## src/rtl/nibble_assembler_if.sv

```systemverilog
// rtl/nibble_assembler_if.sv - serial-in / word-out handshake bundle for nibble_assembler
interface nibble_assembler_if #(
    parameter int WIDTH = 4
);
    logic             s_valid;
    logic             s_data;
    logic             s_sync;
    logic             s_ready;
    logic             m_valid;
    logic             m_ready;
    logic [WIDTH-1:0] m_data;
    logic             m_load;
    logic             err_frame;
    logic [7:0]       err_cnt;

    modport slave (
        input  s_valid, s_data, s_sync, m_ready,
        output s_ready, m_valid, m_data, m_load, err_frame, err_cnt
    );

    modport master (
        output s_valid, s_data, s_sync, m_ready,
        input  s_ready, m_valid, m_data, m_load, err_frame, err_cnt
    );
endinterface

```

## src/rtl/nibble_assembler.sv

```systemverilog
// rtl/nibble_assembler.sv - framed serial-to-parallel word assembler with one-entry output buffer
module nibble_assembler #(
    parameter int WIDTH     = 4,
    parameter bit MSB_FIRST = 1'b1
) (
    input  logic               clk,
    input  logic               rst_n,
    nibble_assembler_if.slave  bus
);
    localparam int CW = $clog2(WIDTH);
    localparam logic [CW-1:0] LAST = CW'(WIDTH - 1);

    typedef enum logic {SEARCH, COLLECT} state_e;

    state_e           state_q, state_d;
    logic [CW-1:0]    cnt_q, cnt_d;
    logic [WIDTH-1:0] shift_q, shift_d;
    logic             m_valid_q, m_valid_d;
    logic [WIDTH-1:0] m_data_q, m_data_d;
    logic             err_frame_q, err_frame_d;
    logic [7:0]       err_cnt_q, err_cnt_d;

    logic             s_ready;
    logic             accept;
    logic             m_load;
    logic [WIDTH-1:0] placed;
    logic [WIDTH-1:0] first;
    logic             word_done;

    always_comb begin
        // Only the bit that would complete a word must wait for a full buffer to drain.
        s_ready = !(state_q == COLLECT && cnt_q == LAST && m_valid_q && !bus.m_ready);
        accept  = bus.s_valid & s_ready;
        m_load  = m_valid_q & bus.m_ready;
        first   = {{(WIDTH-1){1'b0}}, bus.s_data};

        if (MSB_FIRST) begin
            placed = {shift_q[WIDTH-2:0], bus.s_data};
        end else begin
            placed = shift_q;
            placed[cnt_q] = bus.s_data;
        end

        state_d     = state_q;
        cnt_d       = cnt_q;
        shift_d     = shift_q;
        m_valid_d   = m_valid_q;
        m_data_d    = m_data_q;
        err_frame_d = 1'b0;
        err_cnt_d   = err_cnt_q;
        word_done   = 1'b0;

        if (accept) begin
            if (state_q == SEARCH) begin
                if (bus.s_sync) begin
                    shift_d = first;
                    cnt_d   = CW'(1);
                    state_d = COLLECT;
                end
            end else if (bus.s_sync && cnt_q != '0) begin
                // Misaligned sync: drop the partial word and restart on this bit.
                shift_d     = first;
                cnt_d       = CW'(1);
                err_frame_d = 1'b1;
                if (err_cnt_q != 8'hFF) begin
                    err_cnt_d = err_cnt_q + 8'd1;
                end
            end else if (cnt_q == LAST) begin
                shift_d   = placed;
                cnt_d     = '0;
                word_done = 1'b1;
            end else begin
                shift_d = placed;
                cnt_d   = cnt_q + CW'(1);
            end
        end

        if (word_done) begin
            m_valid_d = 1'b1;
            m_data_d  = placed;
        end else if (m_load) begin
            m_valid_d = 1'b0;
        end
    end

    always_ff @(posedge clk or negedge rst_n) begin
        if (!rst_n) begin
            state_q     <= SEARCH;
            cnt_q       <= '0;
            shift_q     <= '0;
            m_valid_q   <= 1'b0;
            m_data_q    <= '0;
            err_frame_q <= 1'b0;
            err_cnt_q   <= 8'd0;
        end else begin
            state_q     <= state_d;
            cnt_q       <= cnt_d;
            shift_q     <= shift_d;
            m_valid_q   <= m_valid_d;
            m_data_q    <= m_data_d;
            err_frame_q <= err_frame_d;
            err_cnt_q   <= err_cnt_d;
        end
    end

    assign bus.s_ready   = s_ready;
    assign bus.m_valid   = m_valid_q;
    assign bus.m_data    = m_data_q;
    assign bus.m_load    = m_load;
    assign bus.err_frame = err_frame_q;
    assign bus.err_cnt   = err_cnt_q;
endmodule

```

## src/flat_wrapper.sv

```systemverilog
// flat-port wrapper written by rule: the top's interface ports become plain ports
module nibble_assembler_flat 
#(
    parameter int WIDTH     = 4,
    parameter bit MSB_FIRST = 1'b1
)
  (clk, rst_n, bus_s_valid, bus_s_data, bus_s_sync, bus_m_ready, bus_s_ready, bus_m_valid, bus_m_data, bus_m_load, bus_err_frame, bus_err_cnt);
  nibble_assembler_if #(.WIDTH(WIDTH)) bus_i ();
  input  logic clk;
  input  logic rst_n;
  input wire logic [$bits(bus_i.s_valid)-1:0] bus_s_valid;
  input wire logic [$bits(bus_i.s_data)-1:0] bus_s_data;
  input wire logic [$bits(bus_i.s_sync)-1:0] bus_s_sync;
  input wire logic [$bits(bus_i.m_ready)-1:0] bus_m_ready;
  output wire logic [$bits(bus_i.s_ready)-1:0] bus_s_ready;
  output wire logic [$bits(bus_i.m_valid)-1:0] bus_m_valid;
  output wire logic [$bits(bus_i.m_data)-1:0] bus_m_data;
  output wire logic [$bits(bus_i.m_load)-1:0] bus_m_load;
  output wire logic [$bits(bus_i.err_frame)-1:0] bus_err_frame;
  output wire logic [$bits(bus_i.err_cnt)-1:0] bus_err_cnt;
  assign bus_i.s_valid = bus_s_valid;
  assign bus_i.s_data = bus_s_data;
  assign bus_i.s_sync = bus_s_sync;
  assign bus_i.m_ready = bus_m_ready;
  assign bus_s_ready = bus_i.s_ready;
  assign bus_m_valid = bus_i.m_valid;
  assign bus_m_data = bus_i.m_data;
  assign bus_m_load = bus_i.m_load;
  assign bus_err_frame = bus_i.err_frame;
  assign bus_err_cnt = bus_i.err_cnt;
  nibble_assembler #(.WIDTH(WIDTH), .MSB_FIRST(MSB_FIRST)) u_core (.clk(clk), .rst_n(rst_n), .bus(bus_i));
endmodule
```

## config.mk

```make
export PLATFORM = sky130hd
export DESIGN_NAME = nibble_assembler_flat
export DESIGN_NICKNAME = d
export VERILOG_FILES = /design/src/rtl/nibble_assembler_if.sv /design/src/rtl/nibble_assembler.sv /design/src/flat_wrapper.sv
export SDC_FILE = /design/constraint.sdc
export NUM_CORES = 1
export LEC_CHECK = 0
export BUFFER_PORTS_ARGS = -buffer_cell sky130_fd_sc_hd__buf_2
export CAP_MARGIN = 20
export CORE_MARGIN = 2
export CORE_UTILIZATION = 33
export DETAILED_ROUTE_END_ITERATION = 16
export PLACE_DENSITY_LB_ADDON = 0.08
export SLEW_MARGIN = 20
export SYNTH_ARGS = -nofsm -noshare
export SYNTH_HDL_FRONTEND = slang
export SYNTH_SLANG_ARGS = --single-unit
export TNS_END_PERCENT = 100
```

## constraint.sdc

```tcl
create_clock -name clk -period 2.2 [get_ports clk]
set_clock_uncertainty 0.2 [all_clocks]
set_input_delay 0.11 -clock clk [delete_from_list [all_inputs] [get_ports clk]]
set_output_delay 0.11 -clock clk [all_outputs]
set_load 0.03 [all_outputs]
```

=== Word level (Yosys, flattened, before mapping) ===
Cells that the tools add are included.

* Flip-flop bits (word level): 20
* Output and inout bits: 16

* $add $sub $neg: 2
* Equal/unequal tests: 2
* Muxes and demuxes: 18
* Bitwise operators: 2
* Reductions and logical operators: 11

{| class="wikitable"
|+ Operators with widths
! operator !! count
|-
| 1-bit 2-to-1 mux || 11
|-
| 3-bit 2-to-1 mux || 3
|-
| 8-bit by 1-bit adder with 8-bit output, second input constant || 1
|-
| 2-bit 2-to-1 mux || 4
|-
| 8-bit inequality test, second input constant || 1
|-
| 2-bit nonzero test || 3
|-
| 1-bit logical AND || 4
|-
| 4-bit AND reduction || 1
|-
| 2-bit by 1-bit adder with 2-bit output, second input constant || 1
|-
| 1-bit AND || 2
|-
| 2-bit equality test, second input constant || 1
|-
| 1-bit zero test || 2
|-
| 2-bit AND reduction || 1
|}

=== Depth between registers and ports, before layout ===
* Word-level depth: 8
* Gate-level depth with buffers: 6

=== Worst setup path before layout ===
OpenSTA, ideal clock, no wires.

* Path kind: register to register
* Start point: reg u_core.cnt_q[0]
* End point: reg u_core.err_cnt_q[6] (netlist: u_core.bus.err_cnt[6])
* Arrival time: 1.632 ns
* Required time: 1.873 ns
* Path slack: 0.240 ns
* Cell stages (with the launch flop): 6
* Buffers on the path: 0
* Period minus slack after synthesis: 1.960 ns
* Path through: dfrtp_1 -> ha_1 -> and3b_4 -> nor3_4 -> and3_2 -> mux2_1

* Longest elaborated chain between the ends: 7

{| class="wikitable"
|+ RTL lines
! element !! RTL line !! text
|-
| start: declaration || nibble_assembler.sv:16 || <nowiki>logic [CW-1:0] cnt_q, cnt_d;</nowiki>
|-
| start signal: assignment || nibble_assembler.sv:97 || <nowiki>cnt_q <= cnt_d;</nowiki>
|-
| 2-bit equality test || nibble_assembler.sv:32 || <nowiki>s_ready = !(state_q == COLLECT && cnt_q == LAST && m_valid_q && !bus.m_ready);</nowiki>
|-
| 1-bit logical AND (3 in a row) || nibble_assembler.sv:32 ||
|-
| 1-bit zero test || nibble_assembler.sv:32 ||
|-
| 1-bit AND || nibble_assembler.sv:33 || <nowiki>accept = bus.s_valid & s_ready;</nowiki>
|-
| 4-bit AND reduction (no source line) (*) || n/a ||
|-
| end signal: assignment || nibble_assembler.sv:102 || <nowiki>err_cnt_q <= err_cnt_d;</nowiki>
|-
| end: declaration || nibble_assembler.sv:21 || <nowiki>logic [7:0] err_cnt_q, err_cnt_d;</nowiki>
|}

Mark *: on every way between the ends. The rest lies on a longest branch, timed or not.
A chain may end at the register's enable or synchronous reset.

=== Worst setup path after layout ===
* Start point: reg u_core.cnt_q[0]
* End point: reg u_core.err_cnt_q[1] (netlist: u_core.bus.err_cnt[1])

The elaborated chain is that of the path after synthesis.

==> key figures <==
STA
  – Final hold viol count: 0
  – Final worst setup slack: 233 ps
  – Setup repair after global routing missed its margin: false
  – Final setup viols: 0
  – Min cycle time layout: 1970 ps
  – Max Slew Vio Count: 0
  – Setup TNS: 0 ps
  – Final critical-path share of the clock period: 89.4%
  – Slew HR: 68.2%
  – Worst-Margin Slew: 474 ps
  – Highest Clock Rate: 0.508 GHz

Yosys
  – Post-Syn Area: 920 µm²
  – Post-synthesis cell type count: 27
  – Cells after Synth: 71
  – Flops & latches, synth: 20
  – Sequential-to-total area share from yosys stat: 54.4%
  – Syn nets: 80
  – Syn_area_per_cell: 13.0 µm²
  – YS warnings: 0

Placement
  – RD Place Congestion: 0.808
  – Placed inst area: 0.00108 mm²
  – Detailed Place HPWL: 1210 µm
  – Place WS: 242 ps
  – IO Port Bufs: 21

GRT
  – Largest net degree at the start of global routing: 21
  – First-pass GRT wire length: 2830 µm
  – Total GRT Usage: 11.6%
  – Antenna violations before repair: 0
  – Vias in the first global route: 612
  – GRT overflow: 0

Routing
  – M1 WL: 845 µm
  – Residual DRC: 0
  – DR WL met3: 76 µm
  – Routed WL per cell: 12.2 µm
  – DR iter-0 viols: 10
  – DR top layer: met4
  – Vias/cell: 4.82
  – Via count: 651
  – Metal2 WL: 705 µm
  – DRT Wirelength: 1650 µm
  – Final ANT Viol Nets: 0
  – First-pass detailed-route iteration total: 3

Worst hold path
  – Hold Crit Class: input port to async pin

Floorplanning
  – I/O pin count: 22
  – Initial Utilization: 33.9%
  – Die ar.: 0.00323 mm²
  – Die W: 56.8 µm
  – Area of the core: 0.00271 mm²
  – Rows: 19
  – Die Y: 56.8 µm

Final layout
  – Most common cell after layout, fill and taps aside: buf_2
  – Ant. Diodes: 0
  – # fillers: 262
  – Post-route cell area: 0.00119 mm²
  – Final nets: 114
  – Area Growth Syn to Fin: 29.5%
  – Most frequent cells in the layout: 21 x buf_2, 20 x dfrtp_1, 6 x mux2_2, 6 x dlygate4sd3_1, 4 x xnor2_1
  – Layout cells sized above 1: 40.4%
  – Util after Layout: 44.0%

Worst setup path
  – WS Path Type: register to register
  – Setup crit end: u_core.bus.err_cnt[1]
  – Top delay family on crit path: simple AND/OR/NAND/NOR gates
  – Worst path max stage delay: 420 ps
  – Worst R2R End: u_core.bus.err_cnt[1]
  – Worst EP required: 2200 ps
  – Worst flop-to-flop path startpoint: u_core.cnt_q[0]
  – WP data arrival: 1960 ps
  – Crit-path slowest cell: dfrtp_1
  – CP endpoint kind: register
  – Max FO, Critical Path: 6
  – R2R depth: 6
  – CP Cell Sequence: ha_1 -> and3b_4 -> nor3_4 -> buf_4 -> nand2_2 -> mux2_1
  – R2R setup slack: 230 ps
  – Crit path depth: 6
  – Critical Path Source: u_core.cnt_q[0]
  – Worst Path Buf+Inv: 1
  – CP Launch Type: register

Power and ir drop
  – PD cells: 1190 mW/mm²
  – P_sw: 0.537 mW
  – Clk pwr share: 21.2%
  – Max VDD drop: 581 µV
  – Comb pwr share: 38.5%
  – Switching part of the total: 37.9%
  – Sequential Power Share: 40.4%
  – Internal: 0.880 mW
  – LEAKAGE: 0.584 nW

CTS
  – Post CTS Setup Buffer Count: 0
  – Max Root-Sink Buffers: 2
  – Clock-pin slew on the worst setup and hold paths: 120 ps
  – Root Driver: clkbuf_4
  – H-tree depth: 1
  – TritonCTS Buffers: 3
  – Worst skew pair latency: 300 ps
  – CTS tree: built
  – Clk sinks: 20
  – Cts repair resizes: 0

Run
  – Max-cap violations: 0

Outcome
  – Outcome: completed
-- cell families (layout without fill, tap and decap cells) --
kind of cell               count (synthesis)  after routing  synth area share [%]
muxes                                      9              9                  11.4
xor gates and xnor gates                   4              4                  3.81
adders and majority gates                  3              3                  4.08
buffers and inverters                      3             36                  1.22
AOI/OAI and AO/OA                          8              8                  6.39
and+or+nand+nor                           24             24                  18.6
DFF                                       20             20                  54.4
-- power by group through the flow --
stage / registers (mW) / clock network [mW] / logic [mW]
2_1_floorplan: 0.740 / 0 / 0.218
3_3_place_gp: 0.580 / 0 / 0.541
3_5_place_dp: 0.583 / 0 / 0.544
4_1_cts: 0.575 / 0.313 / 0.553
5_1_grt: 0.593 / 0.325 / 0.594
6_report: 0.572 / 0.300 / 0.545
-- cell type report --
type	count	area (µm²)	share of cell area (%)
timing repair buffer	29	180	15.1
multi-input combinational	48	408	34.2
tap	31	38.8	3.26
clock inverter	1	30.0	2.52
inverter	3	11.3	0.945
clock buffer	3	22.5	1.89
sequential	20	500	42.0
-- worst min path at each step --
stage / startpoint / to / slack [ps] / depth (start not counted)
3_5_place_dp: rst_n / u_core.bus.err_cnt[7] / -110 / 1
4_1_cts: rst_n / u_core.bus.err_cnt[2] / 80 / 2
3_3_place_gp: rst_n / u_core.bus.err_cnt[6] / -100 / 1
6_report: rst_n / u_core.bus.err_cnt[7] / 80 / 2
5_1_grt: rst_n / u_core.bus.err_cnt[2] / 110 / 2
2_1_floorplan: rst_n / u_core.bus.err_cnt[0] / -390 / 0
-- state kept, by name (all words and copies together) (netlist names) --
signal,cells
u_core.bus.err_frame,1
u_core.bus.m_data,4
u_core.cnt_q,2
u_core.shift_q,3
u_core.state_q,1
u_core.bus.err_cnt,8
u_core.bus.m_valid,1
-- routing by layer --
layer,vias up,track usage [%]
met5,-,0
met4,0,2.99
met3,2,4.15
met2,15,15.9
met1,313,17.2
li1,321,-
-- cells in the mapped netlist, drive strengths merged --
library cell | count | share of area, %
mux2 | 9 | 11
nand2b | 3 | 2.0
dfrtp | 20 | 54
a21o | 1 | 0.82
and4 | 1 | 1.1
nor2 | 1 | 0.41
nand2 | 4 | 1.9
o21ai | 1 | 0.54
and3b | 1 | 1.4
xnor2 | 4 | 3.8
and2 | 2 | 1.5
nand3 | 3 | 1.6
nand4 | 3 | 2.7
a21oi | 1 | 0.54
nor3 | 1 | 1.8
o211ai | 2 | 1.6
inv | 3 | 1.2
a22o | 3 | 2.9
and3 | 4 | 2.9
nor3b | 1 | 1.4
ha | 3 | 4.1
-- through the flow --
stage / total power [mW] / hold slack [ps] / instances
after floorplan: 0.957 / -386 / 71
after global placement: 1.12 / -102 / 125
after detailed placement: 1.13 / -109 / 125
after CTS: 1.44 / 83.5 / 135
after global routing: 1.51 / 113 / 135
final: 1.42 / 77.4 / 135
-- timing repair --
action                                 in CTS  in global routing
endpoints found under the hold margin      25                  0
setup endpoints to repair                   0                  0
hold buffers                                6                  0
-- worst register-to-register path, cell delays in order, from the launching register on --
cell and delay (ps):
dfrtp_1 420, ha_1 230, and3b_4 210, nor3_4 240, buf_4 190, nand2_2 70
mux2_1 310
(Power assumes the default switching activity.)
